--- src/rtl/jc_pkg.sv ---
// jc_pkg: shared types and constants for the Johnson-code phase decoder.
// Holds the decoder FSM state enum, the eight legal 4-bit Johnson codes
// in phase order, and the phase index width.
package jc_pkg;

    localparam int PHASE_W = 3;

    typedef enum logic {
        HUNT   = 1'b0,
        LOCKED = 1'b1
    } jc_state_t;

    localparam logic [3:0] JC_CODE_0 = 4'b0000;
    localparam logic [3:0] JC_CODE_1 = 4'b1000;
    localparam logic [3:0] JC_CODE_2 = 4'b1100;
    localparam logic [3:0] JC_CODE_3 = 4'b1110;
    localparam logic [3:0] JC_CODE_4 = 4'b1111;
    localparam logic [3:0] JC_CODE_5 = 4'b0111;
    localparam logic [3:0] JC_CODE_6 = 4'b0011;
    localparam logic [3:0] JC_CODE_7 = 4'b0001;

    function automatic logic [7:0] phase_onehot(input logic [PHASE_W-1:0] idx);
        return 8'b0000_0001 << idx;
    endfunction

endpackage

--- src/rtl/jc_code_lut.sv ---
// jc_code_lut: purely combinational lookup from a 4-bit Johnson code to
// its phase index. The eight codes that can never appear in a healthy
// 4-bit Johnson ring decode as illegal with index 0.
module jc_code_lut
    import jc_pkg::*;
(
    input  logic [3:0]         jc_in,
    output logic               legal,
    output logic [PHASE_W-1:0] idx
);

    // Map each legal code to its position in the ring; anything else is illegal.
    always_comb begin
        legal = 1'b1;
        idx   = '0;
        case (jc_in)
            JC_CODE_0: idx = 3'd0;
            JC_CODE_1: idx = 3'd1;
            JC_CODE_2: idx = 3'd2;
            JC_CODE_3: idx = 3'd3;
            JC_CODE_4: idx = 3'd4;
            JC_CODE_5: idx = 3'd5;
            JC_CODE_6: idx = 3'd6;
            JC_CODE_7: idx = 3'd7;
            default:   legal = 1'b0;
        endcase
    end

endmodule

--- src/rtl/jc_phase_decoder.sv ---
// jc_phase_decoder: samples the upstream Johnson code on each valid cycle,
// decodes phase index / one-hot phase, tracks successor correctness to
// acquire and hold lock, counts locked revolutions and flags lock loss.
// Optional macro JC_DEC_ERR_CNT_EN adds a saturating 8-bit error counter
// output err_cnt; without it the port and register do not exist.
module jc_phase_decoder
    import jc_pkg::*;
#(
    parameter int LOCK_CNT = 4,
    parameter int CNT_W    = 16
)
(
    input  logic               clk,
    input  logic               rst_n,
    input  logic [3:0]         jc_in,
    input  logic               jc_vld,
    input  logic               clr_err,
    output logic [PHASE_W-1:0] phase_idx,
    output logic [7:0]         phase_oh,
    output logic               locked,
    output logic               rev_pulse,
    output logic [CNT_W-1:0]   rev_cnt,
    output logic               err_pulse,
    output logic               err_sticky
`ifdef JC_DEC_ERR_CNT_EN
    ,
    output logic [7:0]         err_cnt
`endif
);

    localparam logic [3:0] LOCK_TGT = 4'(LOCK_CNT);

    jc_state_t           state, state_nxt;
    logic                ref_vld, ref_vld_nxt;
    logic [PHASE_W-1:0]  ref_idx, ref_idx_nxt;
    logic [3:0]          run, run_nxt;
    logic [PHASE_W-1:0]  phase_idx_nxt;
    logic [7:0]          phase_oh_nxt;
    logic                rev_pulse_nxt;
    logic [CNT_W-1:0]    rev_cnt_nxt;
    logic                err_pulse_nxt;
    logic                err_sticky_nxt;
    logic                lut_legal;
    logic [PHASE_W-1:0]  lut_idx;
    logic [PHASE_W-1:0]  ref_succ;
    logic                succ_ok;
`ifdef JC_DEC_ERR_CNT_EN
    logic [7:0]          err_cnt_nxt;
`endif

    jc_code_lut u_lut (
        .jc_in (jc_in),
        .legal (lut_legal),
        .idx   (lut_idx)
    );

    assign ref_succ = ref_idx + 3'd1;
    assign succ_ok  = ref_vld && lut_legal && (lut_idx == ref_succ);
    assign locked   = (state == LOCKED);

    // Next-state logic: lock acquisition/loss, decode outputs, counters and flags.
    always_comb begin
        state_nxt      = state;
        ref_vld_nxt    = ref_vld;
        ref_idx_nxt    = ref_idx;
        run_nxt        = run;
        phase_idx_nxt  = phase_idx;
        phase_oh_nxt   = phase_oh;
        rev_pulse_nxt  = 1'b0;
        rev_cnt_nxt    = rev_cnt;
        err_pulse_nxt  = 1'b0;
        if (jc_vld) begin
            if (lut_legal) begin
                phase_idx_nxt = lut_idx;
                phase_oh_nxt  = phase_onehot(lut_idx);
            end else begin
                phase_oh_nxt  = '0;
            end
            case (state)
                HUNT: begin
                    if (!lut_legal) begin
                        ref_vld_nxt = 1'b0;
                        run_nxt     = '0;
                    end else if (succ_ok) begin
                        ref_idx_nxt = lut_idx;
                        run_nxt     = run + 4'd1;
                        if (run + 4'd1 == LOCK_TGT) begin
                            state_nxt = LOCKED;
                        end
                    end else begin
                        ref_vld_nxt = 1'b1;
                        ref_idx_nxt = lut_idx;
                        run_nxt     = '0;
                    end
                end
                LOCKED: begin
                    if (succ_ok) begin
                        ref_idx_nxt = lut_idx;
                        if (ref_idx == 3'd7) begin
                            rev_pulse_nxt = 1'b1;
                            rev_cnt_nxt   = rev_cnt + CNT_W'(1);
                        end
                    end else begin
                        err_pulse_nxt = 1'b1;
                        state_nxt     = HUNT;
                        run_nxt       = '0;
                        ref_vld_nxt   = lut_legal;
                        if (lut_legal) begin
                            ref_idx_nxt = lut_idx;
                        end
                    end
                end
                default: state_nxt = HUNT;
            endcase
        end
        err_sticky_nxt = err_sticky;
        if (err_pulse_nxt) begin
            err_sticky_nxt = 1'b1;
        end else if (clr_err) begin
            err_sticky_nxt = 1'b0;
        end
    end

`ifdef JC_DEC_ERR_CNT_EN
    // Error counter: clear has priority over increment, but a same-cycle error still counts as one.
    always_comb begin
        err_cnt_nxt = err_cnt;
        if (clr_err) begin
            err_cnt_nxt = err_pulse_nxt ? 8'd1 : 8'd0;
        end else if (err_pulse_nxt && (err_cnt != 8'hFF)) begin
            err_cnt_nxt = err_cnt + 8'd1;
        end
    end

    // Error counter register with synchronous reset.
    always_ff @(posedge clk) begin
        if (!rst_n) begin
            err_cnt <= '0;
        end else begin
            err_cnt <= err_cnt_nxt;
        end
    end
`endif

    // State and output registers with synchronous reset.
    always_ff @(posedge clk) begin
        if (!rst_n) begin
            state      <= HUNT;
            ref_vld    <= 1'b0;
            ref_idx    <= '0;
            run        <= '0;
            phase_idx  <= '0;
            phase_oh   <= '0;
            rev_pulse  <= 1'b0;
            rev_cnt    <= '0;
            err_pulse  <= 1'b0;
            err_sticky <= 1'b0;
        end else begin
            state      <= state_nxt;
            ref_vld    <= ref_vld_nxt;
            ref_idx    <= ref_idx_nxt;
            run        <= run_nxt;
            phase_idx  <= phase_idx_nxt;
            phase_oh   <= phase_oh_nxt;
            rev_pulse  <= rev_pulse_nxt;
            rev_cnt    <= rev_cnt_nxt;
            err_pulse  <= err_pulse_nxt;
            err_sticky <= err_sticky_nxt;
        end
    end

endmodule

--- config.mk ---
export PLATFORM = sky130hd
export DESIGN_NAME = jc_phase_decoder
export DESIGN_NICKNAME = d
export VERILOG_FILES = /design/src/rtl/jc_pkg.sv /design/src/rtl/jc_code_lut.sv /design/src/rtl/jc_phase_decoder.sv
export SDC_FILE = /design/constraint.sdc
export NUM_CORES = 1
export LEC_CHECK = 0
export CORE_MARGIN = 1.5
export CORE_UTILIZATION = 52
export CTS_CLUSTER_DIAMETER = 40
export DETAILED_ROUTE_END_ITERATION = 7
export MAX_ROUTING_LAYER = met4
export PLACE_DENSITY = 0.8
export SYNTH_ARGS = -nofsm -noshare
export SYNTH_HDL_FRONTEND = slang
export SYNTH_SLANG_ARGS = --single-unit
--- constraint.sdc ---
create_clock -name clk -period 3.05 [get_ports clk]
set_input_delay 0.61 -clock clk [delete_from_list [all_inputs] [get_ports clk]]
set_output_delay 0.61 -clock clk [all_outputs]
set_load 0.01 [all_outputs]
### Word level (Yosys, flattened, before mapping)

Index checks and enable logic that the tools add are counted.

| word-level totals | value |
|---|---|
| bits in registers | 39 |

| cells by class | value |
|---|---|
| $add $sub $neg | 3 |
| equal/unequal tests | 12 |
| multiplexer cells | 25 |
| reductions and logical operators | 10 |
| shift operators | 1 |
| bitwise operators | 1 |

Operators by type and width:

| kind | number |
|---|---|
| $pmux 3 s7 | 1 |
| $add 16x1->16 const B | 1 |
| $eq 4x4->1 const B | 4 |
| $mux 1 | 14 |
| $mux 4 | 3 |
| $eq 4x3->1 const B | 2 |
| $mux 8 | 1 |
| $pmux 4 s2 | 1 |
| $reduce_and 4->1 | 2 |
| $reduce_or 8->1 | 1 |
| $shl 1x3->8 const A | 1 |
| $mux 3 | 2 |
| $pmux 3 s2 | 1 |
| $add 4x1->4 const B | 1 |
| $eq 4x1->1 const B | 1 |
| $eq 4x2->1 const B | 1 |
| $logic_not 4->1 | 1 |
| $pmux 1 s2 | 2 |
| $reduce_and 2->1 | 2 |
| $add 3x1->3 const B | 1 |
| $eq 3x3->1 | 1 |
| $eq 3x3->1 const B | 1 |
| $ne 3x3->1 const B | 1 |
| $reduce_and 3->1 | 1 |
| 4 further kinds | 5 |

### Depth between registers and ports, before layout

Gate-level depths: netlist of the first run.

| depth | value |
|---|---|
| word-level depth | 9 |
| mapped depth | 9 |
| gate-level depth less buffers | 7 |

### Cells and area by module

A second synthesis of the first run with hierarchy kept.

| second synthesis, totals | value |
|---|---|
| cells, all modules | 208 |
| area, all modules | 1744.2 um2 |

Modules (own cells, without submodules):

| module | area an instance (um2) | seq. area each (um2) | times used | cells an instance |
|---|---|---|---|---|
| jc_phase_decoder | 1657.8 | 720.7 | 1 | 197 |
| jc_code_lut | 86.3 | 0.0 | 1 | 11 |

### Worst setup path after synthesis of the first run

Ideal clock, no wire load.

| timing | value |
|---|---|
| path kind | reg2reg |
| from | reg ref_idx[0] |
| to | reg rev_cnt[11] |
| path buffers | 1 |
| slack | 0.811 ns |
| cell stages (with the launch flop) | 9 |
| library setup time | 0.131 ns |
| required time | 2.919 ns |
| data arrival time | 2.108 ns |
| path through | dfxtp_1 > ha_1 > ha_1 > or3b_1 > a21oi_2 > o2111ai_4 > buf_2 > o311ai_1 > o41ai_1 |

| between the ends | value |
|---|---|
| cells in the longest elaborated chain, start to end | 4 |
| elaborated cells between the ends (all ways) | 5 |
| those cells by class | add/sub (1); eq/ne (2); reduce/logical (2) |

RTL lines:

| element | RTL line | RTL |
|---|---|---|
| from (decl) | jc_phase_decoder.sv:35 | `logic [PHASE_W-1:0] ref_idx, ref_idx_nxt;` |
| from (signal assigned) | jc_phase_decoder.sv:161 | `ref_idx <= ref_idx_nxt;` |
| $add 3x1->3 | jc_phase_decoder.sv:57 | `assign ref_succ = ref_idx + 3'd1;` |
| $eq 3x3->1 | jc_phase_decoder.sv:58 | `assign succ_ok = ref_vld && lut_legal && (lut_idx == ref_succ);` |
| $logic_and 1x1->1 | jc_phase_decoder.sv:58 |  |
| $reduce_and 4->1 (no source line) (*) | -- |  |
| to (signal assigned) | jc_phase_decoder.sv:166 | `rev_cnt <= rev_cnt_nxt;` |
| to (decl) | jc_phase_decoder.sv:22 | `output logic [CNT_W-1:0] rev_cnt,` |

Every way passes the cells marked *; elsewhere a longest branch is shown, timed or not.
A chain may end at the register's enable or synchronous reset.

### Final worst setup path of the first run

| timing | value |
|---|---|
| from | reg ref_idx[0] |
| to | reg rev_cnt[6] |

The elaborated chain is that of the path after synthesis.

==> results_dict.tcl, run 1 <==
set metrics [dict create \
    status "complete, no violations" \
    reg2reg_slack_ns 0.44 \
    die_y_um 66.1 \
    min_period_ns 2.61 \
    critPathCapture "rev_cnt[6]$_SDFFE_PN0P_" \
    synth_warnings 0 \
    syn_area_mm2 0.00207 \
    drtAntennaViolNets 0 \
    cp.required_ns 3.21 \
    yosysTopAreaCell "dfxtp_1" \
    finalSetupViolCount 0 \
    fin_crit_sh_pct 85.5 \
    final_cells 334 \
    num_rows 22 \
    grt_pass1_vias 1543 \
    ys_types 49 \
    reg2reg_to "rev_cnt[6]$_SDFFE_PN0P_" \
    async_flop_share_pct 0 \
    p_leak_nw 0.881 \
    p_per_area_mw_per_mm2 389 \
    critical_path_class "flop to flop" \
    cts_sinks 39 \
    antenna_found_initial 0 \
    area_growth_pct 24.7 \
    drt-wirelength-per-cell_um 13.2 \
    ir_drop_mv 0.312 \
    cts_tree "yes" \
    hold_start "phase_oh[0]$_SDFFE_PN0P_" \
    dieArea_mm2 0.00437 \
    drive_gt1_share_pct 6.99 \
    slew_viol_final 0 \
    port_buffers 38 \
    fin_area_mm2 0.00258 \
    ys_ff_latch 39 \
    max_freq_mhz 383 \
    ys.flop_type "dfxtp_1" \
    syn-num-nets 263 \
    hold_buffers 0 \
    rr_worst_depth 8 \
    grt_pass1_wl_um 7400 \
    cts_buffers 5 \
    hpwl_um 2990 \
    drv_cap 0 \
    synth.area.top_cells "dfxtp_1, nand2_1, mux2i_1" \
    initial_utilization_pct 55.3 \
    overflow 0 \
    grt_max_degree 38 \
    whs_path_depth 2 \
    reg2reg_from "ref_idx[0]$_SDFFE_PN0P_" \
    via_count 1912 \
    drt_iter0_markers 144 \
    ios 39 \
    yosys.area.top_type_share_pct 37.7 \
    clkTransAtPathRegs_ns 0.07 \
    hold_viol 0 \
    hold_path_class "flop to flop" \
    rsz0062_at_grt "no" \
    ys_top_cells_by_count "dfxtp_1, nand2_1, nand2b_1" \
    globalRouteTotalUtil_pct 22.5 \
    timing.slew.headroom_pct 64.6 \
    place_ws_ns 0.212 \
    gp_congestion 0.877 \
    cts_resized 0 \
    dpl_cell_area_mm2 0.00248 \
    synth_edf_count 0 \
    clock_latency_ns 0.29 \
    crit_fanout 16 \
    die_w_um 66.1 \
    tightest_slew_ns 0.531 \
    core_mm2 0.00374 \
    cp-start-kind "flop" \
    dr.pass1.iters 4 \
    htreeDepth 2 \
    diodes 0 \
    placed_cells 326 \
    syn_area_per_cell_um2 8.25 \
    ys_seq_area_share_pct 37.7 \
    tns_ns 0 \
    finalWorstSetupSlack_ns 0.441 \
    wirelength_um 4410 \
    final_core_util_pct 69.0 \
    viasPerCell 5.72 \
    cts_setup_buffers 0 \
    yosysMostFrequentCell "dfxtp_1" \
    syn_inst 251 \
    crit_path_start "ref_idx[0]$_SDFFE_PN0P_" \
    final_nets 297 \
    clock_skew_ns 0.00244 \
    arrival_ns 2.77 \
    drcViolationCount 0 \
    endpoint_kind "flop" \
    root_buffer "clkbuf_8" \
    cts.path.max_buffers 2 \
]
-- how the worst min path moves through the flow --
stage,end
2_1_floorplan,ref_idx[1]$_SDFFE_PN0P_
3_3_place_gp,phase_oh[0]$_SDFFE_PN0P_
3_5_place_dp,phase_oh[0]$_SDFFE_PN0P_
4_1_cts,phase_oh[0]$_SDFFE_PN0P_
5_1_grt,phase_idx[0]$_SDFFE_PN0P_
6_report,phase_oh[0]$_SDFFE_PN0P_
-- report_power, final --
part | internal, mW | switching, mW
Combinational | 0.0440 | 0.0598
Clock | 0.206 | 0.175
Sequential | 0.516 | 0.00477
Total | 0.766 | 0.239
-- flip-flops by register name (all words and copies together), names as in the netlist --
name / cells
ref_idx: 3
rev_cnt: 16
run: 4
phase_idx: 3
locked: 1
rev_pulse: 1
phase_oh: 8
ref_vld: 1
err_pulse: 1
err_sticky: 1
-- kinds of logic after synthesis --
family / share of synthesized area [%]
XOR/XNOR: 1.27
multiplexers: 6.28
adder cells (fa/ha/maj): 2.42
AND/OR/NAND/NOR: 30.6
flip-flops: 37.7
AO/OA/AOI/OAI: 15.7
buffers and inverters: 6.10
-- routing by layer --
layer	share of wire, %	track usage (%)	vias to the layer above
li1	-	-	962
met1	49	31.7	897
met2	45	31.0	47
met5	0	-	-
met3	4.5	5.11	6
met4	1.5	8.93	0
-- layout make-up --
type,count,area [um^2]
tap,48,60.1
multi-input combinational,184,1160
timing repair buffer,47,448
inverter,8,30.0
sequential,39,781
clock buffer,8,100
fill,334,1160
-- metrics by stage --
step / hold slack, ns / total power [mW]
floorplan: 0.439 / 0.601
global placement: 0.442 / 0.633
detailed placement: 0.443 / 0.635
CTS: 0.453 / 1.02
global route: 0.477 / 1.05
finish: 0.451 / 1.01
-- cells in the final DEF (no fill, tap or decap), types with 3 or more instances in the layout --
cell             synthesis  final
a21oi_1                 16     16
nand4_1                  7      7
nor2b_1                  3      3
nor4_1                   7      7
or3_1                    4      4
clkbuf_8                 0      7
o21ai_0                  4      4
ha_1                     4      4
nand2b_1                17     17
clkdlybuf4s50_1          0     38
inv_1                    7      7
dfxtp_1                 39     39
nor2_1                   9      9
mux2i_1                 13     13
nand3_1                  9      9
buf_4                    1      9
nor3_1                  13     13
and3_1                   3      3
nand2_1                 35     35
nand3b_1                 3      3
-- critical path, stage by stage, from the launching register on --
cell and delay, ns:
dfxtp_1 0.37, ha_1 0.22, ha_1 0.34, or3b_1 0.38, a21oi_2 0.19, o2111ai_4 0.27, buf_4 0.29, o311ai_1 0.28
o41ai_1 0.13
(Power assumes the default switching activity.)
==> run 2, diff against run 1 <==
RECOVER_POWER = 25   (was not set)
==> run 2 against run 1 <==
  * Routed wire length is 0.20% lower
  * First-iteration DRC count is 0.69% higher
  * Sequential share of layout area stayed put
  * Clock skew hardly changed
  * Fmax hardly changed
  * Highest routed layer unchanged
==> results_dict.tcl, run 2 (same netlist as run 1, synthesis figures left out) <==
set metrics [dict create \
    hold_path_class "flop to flop" \
    finalSetupViolCount 0 \
    drcViolationCount 0 \
    intPower_mw 0.765 \
    dieArea_mm2 0.00437 \
    slew_viol_final 0 \
    diodes 0 \
    grt_pass1_vias 1543 \
    ios 39 \
    fillCellCount 334 \
    antenna_found_initial 0 \
    ir_drop_mv 0.312 \
    p_per_area_mw_per_mm2 389 \
    via_count 1901 \
    cp.required_ns 3.21 \
    cts_resized 0 \
    grt_pass1_wl_um 7400 \
    fin_area_mm2 0.00258 \
    cp-start-kind "flop" \
    die_y_um 66.1 \
    pwr-share-seq_pct 51.8 \
    initial_utilization_pct 55.3 \
    area_growth_pct 24.7 \
    power_switching_share_pct 23.8 \
    cp_common_cell "ha_1" \
    drive_gt1_share_pct 6.99 \
    critPathMaxStageDelay_ns 0.38 \
    arrival_ns 2.77 \
    hold_viol 0 \
    fin_crit_sh_pct 85.6 \
    htreeDepth 2 \
    wirelength_um 4400 \
    combPwrFrac_pct 10.2 \
    final_nets 297 \
    cts_setup_buffers 0 \
    cts.path.max_buffers 2 \
    layout_commonest_cell "dfxtp_1" \
    power_switching_mw 0.239 \
    viasPerCell 5.69 \
    clkTransAtPathRegs_ns 0.07 \
    final_cells 334 \
    largest_reg_flops 16 \
    reg2reg_slack_ns 0.44 \
    clock_latency_ns 0.29 \
    tns_ns 0 \
    max_freq_mhz 383 \
    status "complete, no violations" \
    drt_iter0_markers 145 \
    clock_skew_ns 0.00236 \
    root_buffer "clkbuf_8" \
    num_rows 22 \
    endpoint_kind "flop" \
    critical_path_class "flop to flop" \
    cts_buffers 5 \
    cp_cell_sequence "ha_1 > ha_1 > or3b_1 > a21oi_2 > o2111ai_4 > buf_4 > o311ai_1 > o41ai_1" \
    timing.slew.headroom_pct 65.0 \
    dpl_cell_area_mm2 0.00248 \
    globalRouteTotalUtil_pct 22.5 \
    placed_cells 326 \
    port_buffers 38 \
    core_mm2 0.00374 \
    rsz0062_at_grt "no" \
    p_leak_nw 0.939 \
    overflow 0 \
    drv_cap 0 \
    grt_max_degree 38 \
    gp_congestion 0.877 \
    die_w_um 66.1 \
    layout_common_cells "dfxtp_1, nand2_1, clkdlybuf4s50_1" \
    hold_buffers 0 \
    crit_fanout 16 \
    largest_register "rev_cnt" \
    min_period_ns 2.61 \
    cts_sinks 39 \
    drt-wirelength-per-cell_um 13.2 \
    hpwl_um 2990 \
    tightest_slew_ns 0.525 \
    drtAntennaViolNets 0 \
    cts_tree "yes" \
    dr.pass1.iters 4 \
    top_regs "rev_cnt: 16 flops, phase_oh: 8 flops, run: 4 flops" \
    p_clk_share_pct 38.0 \
    slowest_stage "or3b_1" \
]
==> run 2: changes by cell type in the layout (fill, tap and decap cells not counted), sizes merged <==
cell / change
clkdlybuf4s50: -17
dlygate4sd3: +17
==> run 2: metal layers <==
layer,up-vias,track usage [%],share of wire [%]
met1,886,31.7,49
li1,961,-,-
met3,8,5.11,4.4
met2,46,31.0,45
met5,-,-,0
met4,0,8.93,1.6
==> run 2: cell type report <==
class	count	area (um^2)	share of cell area, %
flip-flops and latches	39	781	30.2
multi-input cells	184	1160	45.1
repair buffers	47	448	17.3
inverters	8	30.0	1.16
well taps	48	60.1	2.33
clock buffers	8	100	3.88
==> run 2: path summary, 6_finish.rpt <==
| check | start | end | cells after the start |
|---|---|---|---|
| setup / recovery | ref_idx[0]$_SDFFE_PN0P_ | rev_cnt[6]$_SDFFE_PN0P_ | 8 |
| hold / removal | phase_oh[0]$_SDFFE_PN0P_ | phase_oh[0]$_SDFFE_PN0P_ | 2 |
| setup reg to reg | ref_idx[0]$_SDFFE_PN0P_ | rev_cnt[6]$_SDFFE_PN0P_ | 8 |
| hold reg to reg | phase_oh[0]$_SDFFE_PN0P_ | phase_oh[0]$_SDFFE_PN0P_ | 2 |
==> run 2: worst max-delay path, delay by kind of cell, from the launching register on <==
family / cells / cell delay (ns)
flops: 1 / 0.37
compound gates: 4 / 0.87
buf+inv: 1 / 0.29
simple gates: 1 / 0.38
fa+ha+maj: 2 / 0.56
==> run 2: through the flow <==
step                      setup WS (ns)  hold WS (ns)  utilization (%)  power [mW]
after floorplan                   0.811         0.439                -       0.601
after global placement            0.274         0.442             66.3       0.633
after detailed placement          0.212         0.443             66.3       0.635
after CTS                         0.457         0.453             69.0        1.02
after global routing              0.281         0.474             69.0        1.05
final                             0.440         0.449             69.0        1.00
==> run 2: power groups by stage <==
stage	registers [mW]	logic, mW	clock network, mW
finish	0.521	0.102	0.381
global route	0.521	0.114	0.414
CTS	0.521	0.103	0.392
detailed placement	0.533	0.102	0
global placement	0.532	0.101	0
floorplan	0.534	0.0677	0
